$ cat src/rtl/csr_unit.sv
// Machine-mode CSR access sequencer: one-cycle CSR read-modify-writes plus the
// multi-cycle trap-entry and MRET sequences over a single-port CSR file.
module csr_unit #(
  parameter logic [31:0] CAUSE_ILLEGAL = 32'd2
) (
  input  logic        clk,
  input  logic        rst_n,
  input  logic        req_valid,
  output logic        req_ready,
  input  logic [2:0]  req_op,
  input  logic [11:0] req_addr,
  input  logic [31:0] req_operand,
  input  logic        req_rs1_zero,
  input  logic [31:0] req_pc,
  input  logic [31:0] req_cause,
  output logic        rsp_valid,
  output logic [31:0] rsp_data,
  output logic        rsp_redirect,
  output logic        rsp_illegal,
  output logic [31:0] rsp_cause,
  output logic        csr_write_en,
  output logic [11:0] csr_addr,
  output logic [31:0] csr_in,
  input  logic [31:0] csr_out,
  input  logic [31:0] mstatus
);

  typedef enum logic [2:0] {
    IDLE, EXEC, T_EPC, T_CAUSE, T_STAT, T_VEC, M_STAT, M_EPC
  } state_e;

  localparam logic [2:0]  OP_CSRRW = 3'd0;
  localparam logic [2:0]  OP_CSRRS = 3'd1;
  localparam logic [2:0]  OP_CSRRC = 3'd2;
  localparam logic [2:0]  OP_TRAP  = 3'd3;
  localparam logic [2:0]  OP_MRET  = 3'd4;

  localparam logic [11:0] A_MSTATUS  = 12'h300;
  localparam logic [11:0] A_MIE      = 12'h304;
  localparam logic [11:0] A_MTVEC    = 12'h305;
  localparam logic [11:0] A_MSCRATCH = 12'h340;
  localparam logic [11:0] A_MEPC     = 12'h341;
  localparam logic [11:0] A_MCAUSE   = 12'h342;
  localparam logic [11:0] A_MHARTID  = 12'hF14;

  localparam logic [31:0] MIE_BIT  = 32'h0000_0008;
  localparam logic [31:0] MPIE_BIT = 32'h0000_0080;
  localparam logic [31:0] MPP_BITS = 32'h0000_1800;

  state_e      state_q, state_d;
  logic [2:0]  op_q;
  logic [11:0] addr_q;
  logic [31:0] operand_q;
  logic        rs1_zero_q;
  logic [31:0] pc_q;
  logic [31:0] cause_q;

  logic        accept;
  logic        mapped;
  logic        read_only;
  logic        csr_op;
  logic        write_occurs;
  logic        illegal;
  logic [31:0] new_val;

  assign req_ready = (state_q == IDLE) & rst_n;
  assign accept    = req_valid & req_ready;

  // NOTE: sequential state uses non-blocking assignments so every register
  // samples the pre-edge value of its neighbours, independent of block order.
  always_ff @(posedge clk or negedge rst_n) begin
    if (!rst_n) state_q <= IDLE;
    else        state_q <= state_d;
  end

  // NOTE: the request payload is deliberately not reset; it is only consumed
  // after an acceptance has loaded it, so a reset term would be dead logic.
  always_ff @(posedge clk) begin
    if (accept) begin
      op_q       <= req_op;
      addr_q     <= req_addr;
      operand_q  <= req_operand;
      rs1_zero_q <= req_rs1_zero;
      pc_q       <= req_pc;
      cause_q    <= req_cause;
    end
  end

  always_comb begin
    case (addr_q)
      A_MSTATUS, A_MIE, A_MTVEC, A_MSCRATCH,
      A_MEPC, A_MCAUSE, A_MHARTID: mapped = 1'b1;
      default:                     mapped = 1'b0;
    endcase
    read_only    = (addr_q[11:10] == 2'b11);
    csr_op       = (op_q == OP_CSRRW) | (op_q == OP_CSRRS) | (op_q == OP_CSRRC);
    write_occurs = (op_q == OP_CSRRW) | ~rs1_zero_q;
    illegal      = ~mapped | ~csr_op | (write_occurs & read_only);
    case (op_q)
      OP_CSRRW: new_val = operand_q;
      OP_CSRRS: new_val = csr_out | operand_q;
      OP_CSRRC: new_val = csr_out & ~operand_q;
      default:  new_val = 32'h0;
    endcase
  end

  // NOTE: every output and the next state get a default first so no path
  // through the case can leave a value unassigned and infer a latch.
  always_comb begin
    state_d      = state_q;
    rsp_valid    = 1'b0;
    rsp_data     = 32'h0;
    rsp_redirect = 1'b0;
    rsp_illegal  = 1'b0;
    rsp_cause    = 32'h0;
    csr_write_en = 1'b0;
    csr_addr     = 12'h0;
    csr_in       = 32'h0;
    case (state_q)
      IDLE: begin
        if (accept) begin
          case (req_op)
            OP_TRAP: state_d = T_EPC;
            OP_MRET: state_d = M_STAT;
            default: state_d = EXEC;
          endcase
        end
      end
      EXEC: begin
        csr_addr     = addr_q;
        csr_in       = new_val;
        csr_write_en = write_occurs & ~illegal;
        rsp_valid    = 1'b1;
        rsp_data     = illegal ? 32'h0 : csr_out;
        rsp_illegal  = illegal;
        rsp_cause    = illegal ? CAUSE_ILLEGAL : 32'h0;
        state_d      = IDLE;
      end
      T_EPC: begin
        csr_addr     = A_MEPC;
        csr_in       = pc_q & ~32'h3;
        csr_write_en = 1'b1;
        state_d      = T_CAUSE;
      end
      T_CAUSE: begin
        csr_addr     = A_MCAUSE;
        csr_in       = cause_q;
        csr_write_en = 1'b1;
        state_d      = T_STAT;
      end
      T_STAT: begin
        // Stash MIE into MPIE, disable interrupts, record M-mode as previous.
        csr_addr     = A_MSTATUS;
        csr_in       = (mstatus & ~(MIE_BIT | MPIE_BIT | MPP_BITS))
                     | (mstatus[3] ? MPIE_BIT : 32'h0) | MPP_BITS;
        csr_write_en = 1'b1;
        state_d      = T_VEC;
      end
      T_VEC: begin
        csr_addr     = A_MTVEC;
        rsp_valid    = 1'b1;
        rsp_redirect = 1'b1;
        rsp_data     = csr_out & ~32'h3;
        state_d      = IDLE;
      end
      M_STAT: begin
        csr_addr     = A_MSTATUS;
        csr_in       = (mstatus & ~(MIE_BIT | MPIE_BIT | MPP_BITS))
                     | (mstatus[7] ? MIE_BIT : 32'h0) | MPIE_BIT | MPP_BITS;
        csr_write_en = 1'b1;
        state_d      = M_EPC;
      end
      M_EPC: begin
        csr_addr     = A_MEPC;
        rsp_valid    = 1'b1;
        rsp_redirect = 1'b1;
        rsp_data     = csr_out;
        state_d      = IDLE;
      end
      default: state_d = IDLE;
    endcase
  end

endmodule

$ cat config.mk
export PLATFORM = sky130hd
export DESIGN_NAME = csr_unit
export DESIGN_NICKNAME = d
export VERILOG_FILES = /design/src/rtl/csr_unit.sv
export SDC_FILE = /design/constraint.sdc
export NUM_CORES = 1
export LEC_CHECK = 0
export CAP_MARGIN = 20
export CORE_UTILIZATION = 41
export CTS_CLUSTER_DIAMETER = 60
export DETAILED_ROUTE_END_ITERATION = 10
export PLACE_DENSITY = 0.81
export SLEW_MARGIN = 40
export SYNTH_ARGS = -nofsm -noshare
export SYNTH_HDL_FRONTEND = slang
export SYNTH_SLANG_ARGS = --single-unit
$ cat constraint.sdc
create_clock -name clk -period 13.87 [get_ports clk]
set_input_delay 2.774 -clock clk [delete_from_list [all_inputs] [get_ports clk]]
set_output_delay 2.774 -clock clk [all_outputs]
set_load 0.02 [all_outputs]
# ---- After elaboration in Yosys (flattened, before gate mapping)
# Index checks and enable logic that the tools add are counted.
dict set report totals {
  latchBits 0
  elab_cells 70
  out_inout_bits 113
  in_bits 179
  mem_bits_rw 0
  n_memories 0
  mem_bits_ro 0
  regBits 115
}
dict set report classes {
  magnitude_cmp 0
  n_div 0
  addsub 0
  mux 17
  n_eq_ne 20
  n_reduce_logical 8
  multipliers 0
  bitwise 18
  shifts 0
}
# op n
set ops {}
lappend ops {{case mux 32 bit (3 select lines)} 2}
lappend ops {{case mux 32 bit (5 select lines)} 1}
lappend ops {{== test 12 x 10 -> 1 bit, second input constant} 6}
lappend ops {{case mux 12 bit (5 select lines)} 1}
lappend ops {{bitwise AND 32 bit} 1}
lappend ops {{two-way mux 32 bit} 1}
lappend ops {{inverter 32 bit} 1}
lappend ops {{OR 32 bit} 1}
lappend ops {{OR 32 x 4 -> 32 bit} 1}
lappend ops {{OR 32 x 8 -> 32 bit} 1}
lappend ops {{case mux 3 bit (6 select lines)} 1}
lappend ops {{== test 3 bit, second input constant} 5}
lappend ops {{== test 12 bit, second input constant} 1}
lappend ops {{== test 3 x 2 -> 1 bit, second input constant} 4}
lappend ops {{two-way mux 8 bit} 1}
lappend ops {{OR reduction 7 bit} 1}
lappend ops {{== test 3 x 1 -> 1 bit, second input constant} 2}
lappend ops {{zero test 3 bit} 2}
lappend ops {{case mux 3 bit (2 select lines)} 1}
lappend ops {{OR reduction 2 bit} 3}
lappend ops {{OR 1 bit} 5}
lappend ops {{bitwise AND 1 bit} 4}
lappend ops {{two-way mux 1 bit} 4}
lappend ops {{two-way mux 2 bit} 2}
lappend ops {{8 further kinds} 11}

# ---- Logic depth before layout (Yosys ltp)
dict set report logic_depth {
  depth_word 9
  ltp_mapped 8
  mapped_depth_nobuf 4
}

# ---- Worst setup path after synthesis
# Ideal clock, no wire load.
dict set report synth_timing {
  path_kind {input port to flip-flop}
  startpoint {input port req_valid}
  endpoint {register addr_q[0] (enable)}
  arrival_time_ns 13.223
  setup_slack_ns -0.201
  path_buffers 0
  path_stages 2
  path_cell_list {nand2_1 -> nor4_1}
}
dict set report synth_via {
  elab_chain_cells 1
}
# item line
set synth_rtl {}
lappend synth_rtl {{start, declared} 8} ;# input logic req_valid,
lappend synth_rtl {{bitwise AND 1 bit} 67} ;# assign accept = req_valid & req_ready;
lappend synth_rtl {{via accept} 58} ;# logic accept;
lappend synth_rtl {{end signal, assigned} 81} ;# addr_q <= req_addr;
lappend synth_rtl {{end, declared} 52} ;# logic [11:0] addr_q;
# The timed path passes the listed nets, and every way through them passes these cells.
# A chain may end at the register's enable or synchronous reset.

# ---- Final worst setup path
dict set report layout_timing {
  startpoint {input port csr_out[1]}
  endpoint {output port csr_in[1]}
}
dict set report layout_via {
  elab_chain_cells 3
}
# item line
set layout_rtl {}
lappend layout_rtl {{start, declared} 24} ;# input logic [31:0] csr_out,
lappend layout_rtl {{bitwise AND 32 bit or OR 32 bit (tied branches)} {102, 101}}
lappend layout_rtl {{case mux 32 bit (3 select lines) (*)} 99} ;# case (op_q)
lappend layout_rtl {{case mux 32 bit (5 select lines) (*)} 119} ;# case (state_q)
lappend layout_rtl {{end, declared} 23} ;# output logic [31:0] csr_in,
# Every way passes the cells marked *; elsewhere a longest branch is shown, timed or not.

==> impl_metrics.ini <==
[power]
p_sw_mw = 0.550
p_per_area_nw_per_um2 = 168
p_sw_frac = 0.354
p_clk_frac = 0.307
pwr-share-comb = 0.391
p_leak_nw = 3.10
ir_worst_vdd_v = 0.000120
power_mw = 1.55
pwr-share-seq = 0.302
p_int_mw = 1.00

[sta]
setup_ws_ns = 6.53
skew_ns = 0.0139
fmax_mhz = 136
tns_ns = 0
final_max_slew_viol_count = 0
finalCriticalPeriod_ns = 7.34
fin_crit_sh = 0.529
rsz0062_at_grt = false
relSlewSlack = 0.440
whs_ns = 0.862
worst_pin_slew_ns = 0.836
final-setup-viol-count = 0
hold_violations = 0

[layout]
nFillCells = 1068
syn2layout_area_growth_pct = 55.0
n_antenna_cell = 0
drive_gt1_frac = 0.102
nets = 938

[global_routing]
grt_max_degree = 63
met1_usage = 0.293
top_usage_layer = met2
grt_usage = 0.266
grt_overflow = 0
met2_usage = 0.481
grt_pass1_vias = 5408
grt_use_met3 = 0.0660
grt_pass1_wl_mm = 29.1
antenna_found_initial = 0

[placed_design]
post-place-ws_ns = 6.58
globalplace.congestion = 0.835
dp_hpwl_mm = 13.5
port_buffers = 256

[drt]
postRouteAntennaNets = 0
drt-initial-drc-count = 396
drc = 0
wl_per_cell_um = 21.2
vias = 5360
routed_wirelength_mm = 20.2
via_per_inst = 5.63
firstDrtPassIters = 5

[clocking]
cts_max_level = 4
cts_tree = built
ctsRootBufferMaster = clkbuf_16
cts.repair.resized = 0
cts_buffers = 17
worstSkewPairLatency_ns = 0.42
cts_sinks = 113
ctsHoldBuffers = 0
clockBufferDepth = 2
clk_pin_slew_ns = 0.06
post_cts_buffers = 0

[yosys]
yosysWarnings = 0
synthCells = 517
ys_seq_elements = 113
avgSynthCellArea_um2 = 11.5
synth_ff_type = edfxtp_1
synth_enable_flop_cells = 110
synth_cell_type_count = 45
netlist_area_um2 = 5950
synth-async-reset-ratio = 0.0265
yosysSeqAreaShare = 0.568

[setup_path]
critical-path-top-delay-family = buffers and inverters
cp_common_cell = clkdlybuf4s50_1
worstSetupPathType = in -> out
crit_buf_inv = 3
crit_chain = clkdlybuf4s50_1 > inv_1 > o32ai_1 > nand2_1 > o211ai_1 > clkdlybuf4s50_1
start_kind = input port
arrival_ns = 4.56
max_stage_delay_ns = 0.65
cp.required_ns = 11.10
end_kind = output port
slowest_stage = clkdlybuf4s50_1
path_max_fanout = 4

[floorplan]
floorplan.initialDensity = 0.424
ios = 292
die_y_um = 122
core_um2 = 14000
dieArea_um2 = 15000
rows = 43
die_x_um = 122

[hold_path]
min-delay-path-class = reg -> reg

[run]
max_cap_violations = 0

[status]
outcome = complete, no violations
[power by group through the flow]
| stage | clock network, mW | registers [mW] | logic, mW |
|---|---|---|---|
| finish | 0.477 | 0.469 | 0.607 |
| global route | 0.495 | 0.472 | 0.642 |
| CTS | 0.480 | 0.468 | 0.609 |
| detailed placement | 0 | 0.474 | 0.605 |
| global placement | 0 | 0.471 | 0.590 |
| floorplan | 0 | 0.448 | 0.349 |
[metal layers]
layer / vias to the layer above / share of wire
met3: 43 / 0.080
li1: 2402 / -
met1: 2591 / 0.37
met2: 324 / 0.52
met5: - / 0
met4: 0 / 0.026
[worst reg2reg max path, delay by kind of cell (launching register included)]
kind                   cells  cell delay (ns)
buffers and inverters      2             0.97
AND/OR/NAND/NOR            1             0.41
flip-flops                 1             0.40
[cells by family (layout without fill, tap and decap cells)]
| family | count (synthesis) | count (layout) | synth area share |
|---|---|---|---|
| compound gates | 150 | 150 | 0.213 |
| other cells | 1 | 31 | 0.000630 |
| buf+inv | 82 | 307 | 0.0806 |
| flops | 113 | 113 | 0.568 |
| mux | 1 | 1 | 0.00168 |
| simple gates | 170 | 170 | 0.136 |
[metrics by stage]
| step | std cells | utilization | instance area, um^2 |
|---|---|---|---|
| 6_report | 952 | 0.656 | 9220 |
| 5_1_grt | 952 | 0.656 | 9220 |
| 3_5_place_dp | 920 | 0.611 | 8580 |
| 3_3_place_gp | 918 | 0.606 | 8510 |
| 4_1_cts | 952 | 0.656 | 9220 |
| 2_1_floorplan | 547 | - | 6070 |
[layout by cell type, fill, tap and decap left out, drive strengths merged, types with 4 or more instances in the layout]
cell type      count
buf               11
o21ai              7
o31ai             29
clkdlybuf4s50    256
clkbuf            18
conb              31
and3               6
nor2b             30
nor2              12
edfxtp           110
o221ai            26
a22oi             54
o32ai              5
nand2b             4
bufinv             5
a21oi             13
nand2             97
clkinv             5
inv                9
[registers in the layout (all words and copies together) (netlist names)]
name	cells
cause_q	32
operand_q	32
pc_q	30
addr_q	12
op_q	3
state_q	3
rs1_zero_q	1
[cell type report]
cell class | instances | area, um^2 | share of cell area
inverter | 8 | 30.0 | 0.00326
clock buffer | 18 | 429 | 0.0466
clock inverter | 14 | 213 | 0.0231
timing repair buffer | 267 | 2690 | 0.291
tap | 180 | 225 | 0.0244
sequential | 113 | 3380 | 0.367
multi-input combinational | 352 | 2250 | 0.244
[worst paths after layout]
check	start	to	slack [ns]	cells past startpoint
worst max register to register	state_q[0]$_DFFE_PN0P_	cause_q[5]$_DFFE_PP_	11.68	3
min in group asynchronous	rst_n	state_q[2]$_DFFE_PN0P_	2.57	1
worst max-delay path	csr_out[1]	csr_in[1]	6.53	6
max in group asynchronous	rst_n	state_q[2]$_DFFE_PN0P_	11.10	1
worst min-delay path	state_q[1]$_DFFE_PN0P_	state_q[1]$_DFFE_PN0P_	0.86	2
worst min register to register	state_q[1]$_DFFE_PN0P_	state_q[1]$_DFFE_PN0P_	0.86	2
[synthesized netlist by cell type (4+ instances only)]
cell	count	share of area
edfxtp_1	110	0.56
clkbuf_1	23	0.015
buf_6	4	0.0076
o21ai_0	7	0.0059
inv_1	8	0.0050
nand2b_1	4	0.0042
and3_1	6	0.0063
o221ai_1	26	0.038
o31ai_2	27	0.057
a22oi_1	54	0.068
nor2_1	12	0.0076
nor2b_1	30	0.032
buf_4	34	0.043
a21oi_1	12	0.010
nand2_1	97	0.061
o32ai_1	5	0.0074
buf_2	11	0.0093
Power figures use the tool's default switching activity.
